$ cat config.mk
export PLATFORM = sky130hd
export DESIGN_NAME = sseg_scan_driver_flat
export DESIGN_NICKNAME = d
export VERILOG_FILES = /design/src/rtl/sseg_pkg.sv /design/src/rtl/sseg_scan_driver_if.sv /design/src/rtl/sseg_hex_decode.sv /design/src/rtl/sseg_scan_driver.sv /design/src/flat_wrapper.sv
export SDC_FILE = /design/constraint.sdc
export NUM_CORES = 1
export LEC_CHECK = 0
export BUFFER_PORTS_ARGS = -buffer_cell sky130_fd_sc_hd__buf_2
export CAP_MARGIN = 5
export CELL_PAD_IN_SITES_DETAIL_PLACEMENT = 2
export CELL_PAD_IN_SITES_GLOBAL_PLACEMENT = 2
export CORE_MARGIN = 3
export CORE_UTILIZATION = 35
export CTS_BUF_LIST = sky130_fd_sc_hd__clkbuf_4 sky130_fd_sc_hd__clkbuf_8 sky130_fd_sc_hd__clkbuf_16
export DETAILED_ROUTE_END_ITERATION = 12
export PLACE_DENSITY = 0.83
export SLEW_MARGIN = 5
export SYNTH_ARGS = -nofsm -noshare
export SYNTH_HDL_FRONTEND = slang
export SYNTH_HIERARCHICAL = 1
export SYNTH_SLANG_ARGS = --single-unit
$ cat constraint.sdc
create_clock -name clk -period 3 [get_ports clk]
set_clock_uncertainty 0.15 [all_clocks]
set_input_delay 0.15 -clock clk [delete_from_list [all_inputs] [get_ports clk]]
set_output_delay 0.15 -clock clk [all_outputs]
set_load 0.02 [all_outputs]
$ cat src/rtl/sseg_pkg.sv
// Shared definitions for the multiplexed seven-segment scanner.
//   - digit field offsets inside one 6-bit digit slot {dp, en, hex[3:0]}
//   - blank segment pattern, BLANK/DRIVE state encoding
//   - 16-entry active-low hex glyph table, bit order {g,f,e,d,c,b,a}
package sseg_pkg;

  localparam int unsigned DIG_HEX_LSB = 0;
  localparam int unsigned DIG_EN      = 4;
  localparam int unsigned DIG_DP      = 5;
  localparam int unsigned DIG_W       = 6;

  localparam logic [6:0] SEG_BLANK = 7'h7F;

  typedef enum logic {
    BLANK = 1'b0,
    DRIVE = 1'b1
  } state_t;

  typedef struct packed {
    logic       dp;
    logic       en;
    logic [3:0] hex;
  } digit_t;

  // Glyphs 0-9, A, b, C, d, E, F (active-low segments).
  localparam logic [6:0] HEX_GLYPH [16] = '{
    7'h40, 7'h79, 7'h24, 7'h30, 7'h19, 7'h12, 7'h02, 7'h78,
    7'h00, 7'h10, 7'h08, 7'h03, 7'h46, 7'h21, 7'h06, 7'h0E
  };

  // Split one raw digit slot into its fields.
  function automatic digit_t unpack_digit(input logic [DIG_W-1:0] raw);
    digit_t d;
    d.dp  = raw[DIG_DP];
    d.en  = raw[DIG_EN];
    d.hex = raw[DIG_HEX_LSB +: 4];
    return d;
  endfunction

endpackage

$ cat src/rtl/sseg_scan_driver_if.sv
// Display bundle between digit producers and the scanner.
//   digits      NUM_DIGITS*6  digit i at [6i+5:6i] = {dp, en, hex}
//   brightness  4             dim level (only with SSEG_PWM_DIM_EN)
//   sseg        7             active-low segments {g,f,e,d,c,b,a}
//   dp          1             active-low decimal point
//   AN          NUM_DIGITS    active-low anodes
//   frame_tick  1             pulse on the shadow-load cycle
// master = scanner side, slave = producer/pin side.
// Optional feature macro: SSEG_PWM_DIM_EN.
interface sseg_scan_driver_if #(
  parameter int unsigned NUM_DIGITS = 8
);

  logic [NUM_DIGITS*6-1:0] digits;
`ifdef SSEG_PWM_DIM_EN
  logic [3:0]              brightness;
`endif
  logic [6:0]              sseg;
  logic                    dp;
  logic [NUM_DIGITS-1:0]   AN;
  logic                    frame_tick;

  modport master (
`ifdef SSEG_PWM_DIM_EN
    input  brightness,
`endif
    input  digits,
    output sseg, dp, AN, frame_tick
  );

  modport slave (
`ifdef SSEG_PWM_DIM_EN
    output brightness,
`endif
    output digits,
    input  sseg, dp, AN, frame_tick
  );

endinterface

$ cat src/rtl/sseg_hex_decode.sv
// Combinational hex nibble to active-low seven-segment glyph.
//   hex      in   4  nibble to display
//   glyph_c  out  7  {g,f,e,d,c,b,a}, active-low
module sseg_hex_decode
  import sseg_pkg::*;
(
  input  logic [3:0] hex,
  output logic [6:0] glyph_c
);

  assign glyph_c = HEX_GLYPH[hex];

endmodule

$ cat src/rtl/sseg_scan_driver.sv
// Parametrised multiplexed seven-segment scanner.
//   clk      in   system clock
//   reset_n  in   asynchronous active-low reset
//   bus      master modport of sseg_scan_driver_if (digits/brightness in,
//            sseg/dp/AN/frame_tick out, all outputs registered)
// Each digit owns REFRESH_DIV cycles; the first BLANK_CYCLES of a slot keep
// every anode off. Digit values are snapshotted once per frame.
// Optional feature macro: SSEG_PWM_DIM_EN (brightness PWM on the anode).
module sseg_scan_driver
  import sseg_pkg::*;
#(
  parameter int unsigned NUM_DIGITS   = 8,
  parameter int unsigned REFRESH_DIV  = 100000,
  parameter int unsigned BLANK_CYCLES = 16
) (
  input  logic                clk,
  input  logic                reset_n,
  sseg_scan_driver_if.master  bus
);

  localparam int unsigned IDX_W    = $clog2(NUM_DIGITS);
  localparam int unsigned SLOT_W   = $clog2(REFRESH_DIV);
  localparam int unsigned DIGITS_W = NUM_DIGITS * DIG_W;

  logic [SLOT_W-1:0]     slot_cnt;
  logic [IDX_W-1:0]      idx;
  logic [DIGITS_W-1:0]   shadow;
  state_t                state;

  logic [6:0]            sseg_q;
  logic                  dp_q;
  logic [NUM_DIGITS-1:0] an_q;
  logic                  frame_tick_q;

  logic [DIG_W-1:0]      raw_c;
  digit_t                cur_c;
  logic [6:0]            glyph_c;
  logic                  slot_end_c;
  logic                  frame_end_c;
  logic                  an_on_c;
  logic [SLOT_W-1:0]     slot_nxt_c;

  // Digit currently selected from the frame snapshot.
  assign raw_c = shadow[idx*DIG_W +: DIG_W];
  assign cur_c = unpack_digit(raw_c);

  assign slot_end_c  = (slot_cnt == SLOT_W'(REFRESH_DIV - 1));
  assign frame_end_c = slot_end_c && (idx == IDX_W'(NUM_DIGITS - 1));
  assign slot_nxt_c  = slot_end_c ? '0 : slot_cnt + 1'b1;

  sseg_hex_decode u_hex_decode (
    .hex     (cur_c.hex),
    .glyph_c (glyph_c)
  );

`ifdef SSEG_PWM_DIM_EN
  logic [3:0] pwm_cnt;

  // Free-running dimming phase; anode enabled for brightness+1 of 16 phases.
  always_ff @(posedge clk or negedge reset_n) begin
    if (!reset_n) pwm_cnt <= '0;
    else          pwm_cnt <= pwm_cnt + 1'b1;
  end

  assign an_on_c = cur_c.en && (pwm_cnt <= bus.brightness);
`else
  assign an_on_c = cur_c.en;
`endif

  // Prescaler, digit index, frame snapshot, BLANK/DRIVE state and outputs.
  // State tracks slot_cnt; outputs are formed from the current state so they
  // trail it by one cycle.
  always_ff @(posedge clk or negedge reset_n) begin
    if (!reset_n) begin
      slot_cnt     <= '0;
      idx          <= '0;
      shadow       <= '0;
      state        <= BLANK;
      sseg_q       <= SEG_BLANK;
      dp_q         <= 1'b1;
      an_q         <= '1;
      frame_tick_q <= 1'b0;
    end else begin
      slot_cnt <= slot_nxt_c;
      state    <= (slot_nxt_c < SLOT_W'(BLANK_CYCLES)) ? BLANK : DRIVE;

      if (slot_end_c) begin
        idx <= (idx == IDX_W'(NUM_DIGITS - 1)) ? '0 : idx + 1'b1;
      end

      if (frame_end_c) begin
        shadow <= bus.digits;
      end
      frame_tick_q <= frame_end_c;

      if (state == DRIVE) begin
        sseg_q <= glyph_c;
        dp_q   <= ~cur_c.dp;
        an_q   <= an_on_c ? ~(NUM_DIGITS'(1) << idx) : '1;
      end else begin
        sseg_q <= SEG_BLANK;
        dp_q   <= 1'b1;
        an_q   <= '1;
      end
    end
  end

  assign bus.sseg       = sseg_q;
  assign bus.dp         = dp_q;
  assign bus.AN         = an_q;
  assign bus.frame_tick = frame_tick_q;

endmodule

$ cat src/flat_wrapper.sv
// flat-port wrapper written by rule: the top's interface ports become plain ports
module sseg_scan_driver_flat import sseg_pkg::*;
#(
  parameter int unsigned NUM_DIGITS   = 8,
  parameter int unsigned REFRESH_DIV  = 100000,
  parameter int unsigned BLANK_CYCLES = 16
)
  (clk, reset_n, bus_digits, bus_sseg, bus_dp, bus_AN, bus_frame_tick);
  sseg_scan_driver_if #(.NUM_DIGITS(NUM_DIGITS)) bus_i ();
  input  logic clk;
  input  logic reset_n;
  input wire logic [$bits(bus_i.digits)-1:0] bus_digits;
  output wire logic [$bits(bus_i.sseg)-1:0] bus_sseg;
  output wire logic [$bits(bus_i.dp)-1:0] bus_dp;
  output wire logic [$bits(bus_i.AN)-1:0] bus_AN;
  output wire logic [$bits(bus_i.frame_tick)-1:0] bus_frame_tick;
  assign bus_i.digits = bus_digits;
  assign bus_sseg = bus_i.sseg;
  assign bus_dp = bus_i.dp;
  assign bus_AN = bus_i.AN;
  assign bus_frame_tick = bus_i.frame_tick;
  sseg_scan_driver #(.NUM_DIGITS(NUM_DIGITS), .REFRESH_DIV(REFRESH_DIV), .BLANK_CYCLES(BLANK_CYCLES)) u_core (.clk(clk), .reset_n(reset_n), .bus(bus_i));
endmodule
* Yosys cells after proc, flatten, opt, wreduce, memory -nomap -nowiden *
Memories as Yosys holds them, arrays and structs flattened.
Index checks and enable logic that the tools add are counted.

storage, ports and cells
  bits in registers = 86
  memories kept = 1
  logic and storage cells = 31
  input port bits = 50
  bits in read-only memories = 112
  output and inout bits = 17

cells by class
  multiply operators = 1
  $add $sub $neg = 2
  shift-type cells = 2
  bitwise operators = 3
  eq/ne operators = 2
  reduce and logical (&&, ||, !) cells = 1
  $lt $le $gt $ge = 2
  mux-type cells = 9

memories
  memory            depth  bits a word  read ports  clocked after Yosys merged registers in  write ports  RTL line               source
  (name not given)  16     7            1           0                                        0            sseg_hex_decode.sv:11  assign glyph_c = HEX_GLYPH[hex];

operators by type and width
  kind                                                                   number
  48-bit by 7-bit variable part select with 6-bit output                 1
  7-bit two-way mux                                                      3
  17-bit by 1-bit adder with 17-bit output, second input constant        1
  17-bit == test, second input constant                                  1
  17-bit by 5-bit < comparator with 1-bit output, second input constant  1
  17-bit two-way mux                                                     1
  8-bit two-way mux                                                      2
  8-bit inverter                                                         1
  1-bit by 3-bit left shift with 8-bit output, first input constant      1
  5-bit >= comparator, second input constant                             1
  3-bit by 2-bit multiplier with 5-bit output, second input constant     1
  4-bit inverter with 5-bit output                                       1
  3-bit by 1-bit adder with 3-bit output, second input constant          1
  3-bit == test, second input constant                                   1
  3-bit two-way mux                                                      1
  1-bit two-way mux                                                      2
  1-bit logical AND                                                      1
  1-bit inverter                                                         1

* Depth between registers and ports, before layout *
  word-level depth = 7
  gate-level depth with buffers = 11

* Cells and area by module *
Netlist, hierarchy kept.

modules (own cells, without submodules)
  module            cells each  area each (µm²)  instances
  sseg_scan_driver  291         3965.1           1
  sseg_hex_decode   35          247.7            1

* Worst setup path after synthesis *
Ideal clock, no wire load.

  path type = reg2reg
  start point = register u_core.idx[0]
  end point = register u_core.sseg_q[3] (netlist: u_core/bus.sseg[3])
  cell stages (with the launch flop) = 11
  arrival time = 2686 ps
  clock period less this slack = 2917 ps
  path slack = 83 ps
  path buffers = 2
  setup time = 81 ps
  required time = 2769 ps
  cells stage by stage = dfrtp_1 > clkbuf_1 > buf_1 > mux4_2 > nand2_1 > nand2_1 > ha_1 > or2_2 > a21oi_1 > a31oi_1 > nand2b_1

RTL lines
  element                   RTL line                source
  start: declaration        sseg_scan_driver.sv:26  logic [IDX_W-1:0] idx;
  start signal: assignment  sseg_scan_driver.sv:88  idx <= (idx == IDX_W'(NUM_DIGITS - 1)) ? '0 : idx + 1'b1;
  end signal: assignment    sseg_scan_driver.sv:97  sseg_q <= glyph_c;
  end: declaration          sseg_scan_driver.sv:30  logic [6:0] sseg_q;

==> metrics.cfg <==
[timing]
fmax_mhz = 382
rsz0062_at_grt = false
setup_viol = 0
slew_viol_final = 0
fin_crit_sh_pct = 87.3
final_hold_viol_count = 0
slew_headroom_pct = 38.2
setup_slack_ns = 0.382
fin_tns_setup_ns = 0
period_needed_ns = 2.62
tightest_slew_ns = 0.927

[global_route]
grt_pass1_wl_mm = 21.1
grt_pass1_vias = 3507
gr-usage-all-layers_pct = 21.9
grt_max_degree = 72
grt.overflow.total = 0
antenna_found_initial = 0

[clocking]
clkTransAtPathRegs_ns = 0.06
cts_tree = built
clockRootBuffer = clkbuf_16
cts_sinks = 86
htree_levels = 3
cts_inserted_buffers = 9
clock_path_buffers = 2
clkLatencyLatePin_ns = 0.35

[finish]
drive_above_1_share_pct = 38.3
multiInputGateArea_um2 = 1910
ff_latch_area_um2 = 2170
final_nets = 508
area_delta_synth_final_pct = 29.7
n_antenna_cell = 0
nFillCells = 1166

[routing]
vias = 3012
ant_nets = 0
wire_per_inst_um = 22.5
drtIter0Drc = 91
drtPass1Iterations = 4
viasPerCell = 5.09
drc = 0
finalWirelength_mm = 13.3

[logic_synthesis]
synth_top_flop_cell = dfrtp_1
avgSynthCellArea_um2 = 12.9
ys_ff_latch = 86
synth_top_area_cell = dfrtp_1
syn_area_um2 = 4210
synth_edf_count = 0
syn-num-nets = 390
yosysTopAreaCellShare_pct = 41.6
syn-instance-count = 326
ys_warn_count = 6
ys_top_cells_by_area = dfrtp_1 (42%), dfstp_2 (10%), mux2_2 (8.0%), mux2_4 (7.1%), mux4_2 (6.4%)
synthDistinctLibCells = 43
yosysSeqAreaShare_pct = 51.6
synthArstFlopShare_pct = 100

[power_and_ir_drop]
p_int_w = 0.00195
ir_worst_vdd_mv = 0.327
p_leak_nw = 2.49
pwr-share-seq_pct = 48.3
power.switching_w = 0.000613
power.density_nw_per_um2 = 469
power.share.combinational_pct = 9.2
power.share.clock_pct = 42.4
switching_share_pct = 23.9

[run_status]
status = completed

[place]
dp_worst_setup_slack_ns = 0.337
io_buffers = 66
dp_hpwl_mm = 8.03
gp_congestion = 0.767

[setup_path]
crit_fanout = 10
worstSetupPathType = flip-flop to flip-flop
arrival_ns = 2.73
endpoint_kind = flip-flop
required_ns = 3.12
cp-start-kind = flip-flop

[floorplan]
coreArea_um2 = 11600
fp-row-count = 39
pin_count = 67
initial_core_util_pct = 36.3
die_y_um = 116
die_w_um = 116
die_area_um2 = 13400

[run]
cap_violations = 0

[min_path]
hold_path.class = input pin to async pin

## layout by cell type, fill, tap and decap left out, types with 4 or more instances in the layout
cell	netlist	routed
a31oi_1	4	4
buf_2	4	65
buf_4	0	9
clkbuf_16	0	9
dfrtp_1	70	69
dfstp_2	16	16
dlygate4sd3_1	0	49
ha_1	14	14
inv_1	8	8
mux2_2	30	30
mux2_4	20	20
mux4_2	12	12
nand2_1	26	26
nand2b_1	8	8
nand3_1	15	15
nand4_1	6	6
nor2_1	14	14
nor3_1	4	4
nor4_1	5	5
o21ai_0	5	5
xnor2_1	9	9
xor2_1	10	10
## per-stage QoR
step	cells	power (W)	util (%)	hold slack [ns]	instance area, µm²
after CTS	592	0.00256	47.0	0.361	5460
final	592	0.00256	47.0	0.323	5460
after detailed placement	527	0.00143	40.4	0.199	4690
after floorplan	326	0.00134	-	-0.296	4210
after global routing	592	0.00267	47.0	0.398	5460
after global placement	527	0.00142	40.4	0.187	4690
## cell families (layout without fill, tap and decap cells)
| kind of cell | Yosys count | in the layout | share of synthesized area [%] |
|---|---|---|---|
| compound gates | 24 | 24 | 3.62 |
| xor+xnor | 19 | 19 | 3.95 |
| fa+ha+maj | 14 | 14 | 4.16 |
| buf+inv | 25 | 148 | 3.06 |
| flops | 86 | 86 | 51.6 |
| mux | 64 | 64 | 22.0 |
| simple gates | 94 | 94 | 11.6 |
## Yosys cell counts (4+ instances only)
library cell	instances
dfrtp_1	70
mux2_2	30
nand2_1	26
mux2_4	20
dfstp_2	16
nand3_1	15
ha_1	14
nor2_1	14
mux4_2	12
xor2_1	10
xnor2_1	9
inv_1	8
nand2b_1	8
clkbuf_1	6
nand4_1	6
nor4_1	5
o21ai_0	5
a31oi_1	4
buf_2	4
buf_6	4
nor3_1	4
## sequential cells by signal, indices dropped and copies added (netlist names)
register,cells
u_core/bus.dp,1
u_core/bus.frame_tick,1
u_core/state,1
u_core/slot_cnt,17
u_core/bus.sseg,7
u_core/shadow,48
u_core/bus.AN,8
u_core/idx,3
## power groups by stage
stage	Clock (W)	Sequential, W	Combinational, W
after global placement	0	0.00125	0.000171
after global routing	0.00117	0.00124	0.000260
after detailed placement	0	0.00125	0.000180
final	0.00109	0.00124	0.000236
after floorplan	0	0.00126	0.0000820
after CTS	0.00109	0.00123	0.000230
## critical path: stages, from the launching register on
cell and delay (ns):
dfrtp_2 0.56, mux4_2 0.56, nand2_1 0.10, nand2_1 0.19
ha_1 0.28, or2_2 0.29, a21oi_1 0.17, a31oi_1 0.06
nand2b_1 0.17
## final timing paths
kind	startpoint	end	slack, ns	depth (start not counted)
setup reg to reg	u_core/idx[0]	u_core/bus.sseg[3]	0.38	8
min in group clk	u_core/slot_cnt[0]	u_core/slot_cnt[0]	0.37	1
hold reg to reg	u_core/slot_cnt[0]	u_core/slot_cnt[0]	0.37	1
max in group asynchronous	reset_n	u_core/bus.AN[0]	1.52	3
hold / removal	reset_n	u_core/slot_cnt[6]	0.32	2
setup / recovery	u_core/idx[0]	u_core/bus.sseg[3]	0.38	8
## final cells by class
cell class,instances,area share [%]
flip-flops and latches,86,39.8
repair buffers,123,16.2
well taps,143,3.28
clock buffers,13,4.79
multi-input cells,215,35.0
clock inverters,3,0.366
inverters,9,0.618
## metal layers
layer  share of wire, %  track usage [%]  vias up
met5                  0                0        -
met4                2.0             8.20        0
met3                3.0             3.55       15
met2                 55             40.2       64
met1                 40             25.5     1544
li1                   -                -     1389
## timing repair
action                     in CTS  in global routing
setup endpoints to repair       0                  1
hold buffers                   49                  0
gates resized for setup         0                  1
buffers inserted                0                  0
hold endpoints to repair      118                  0
Note: power is estimated with default switching activity, not from simulation.
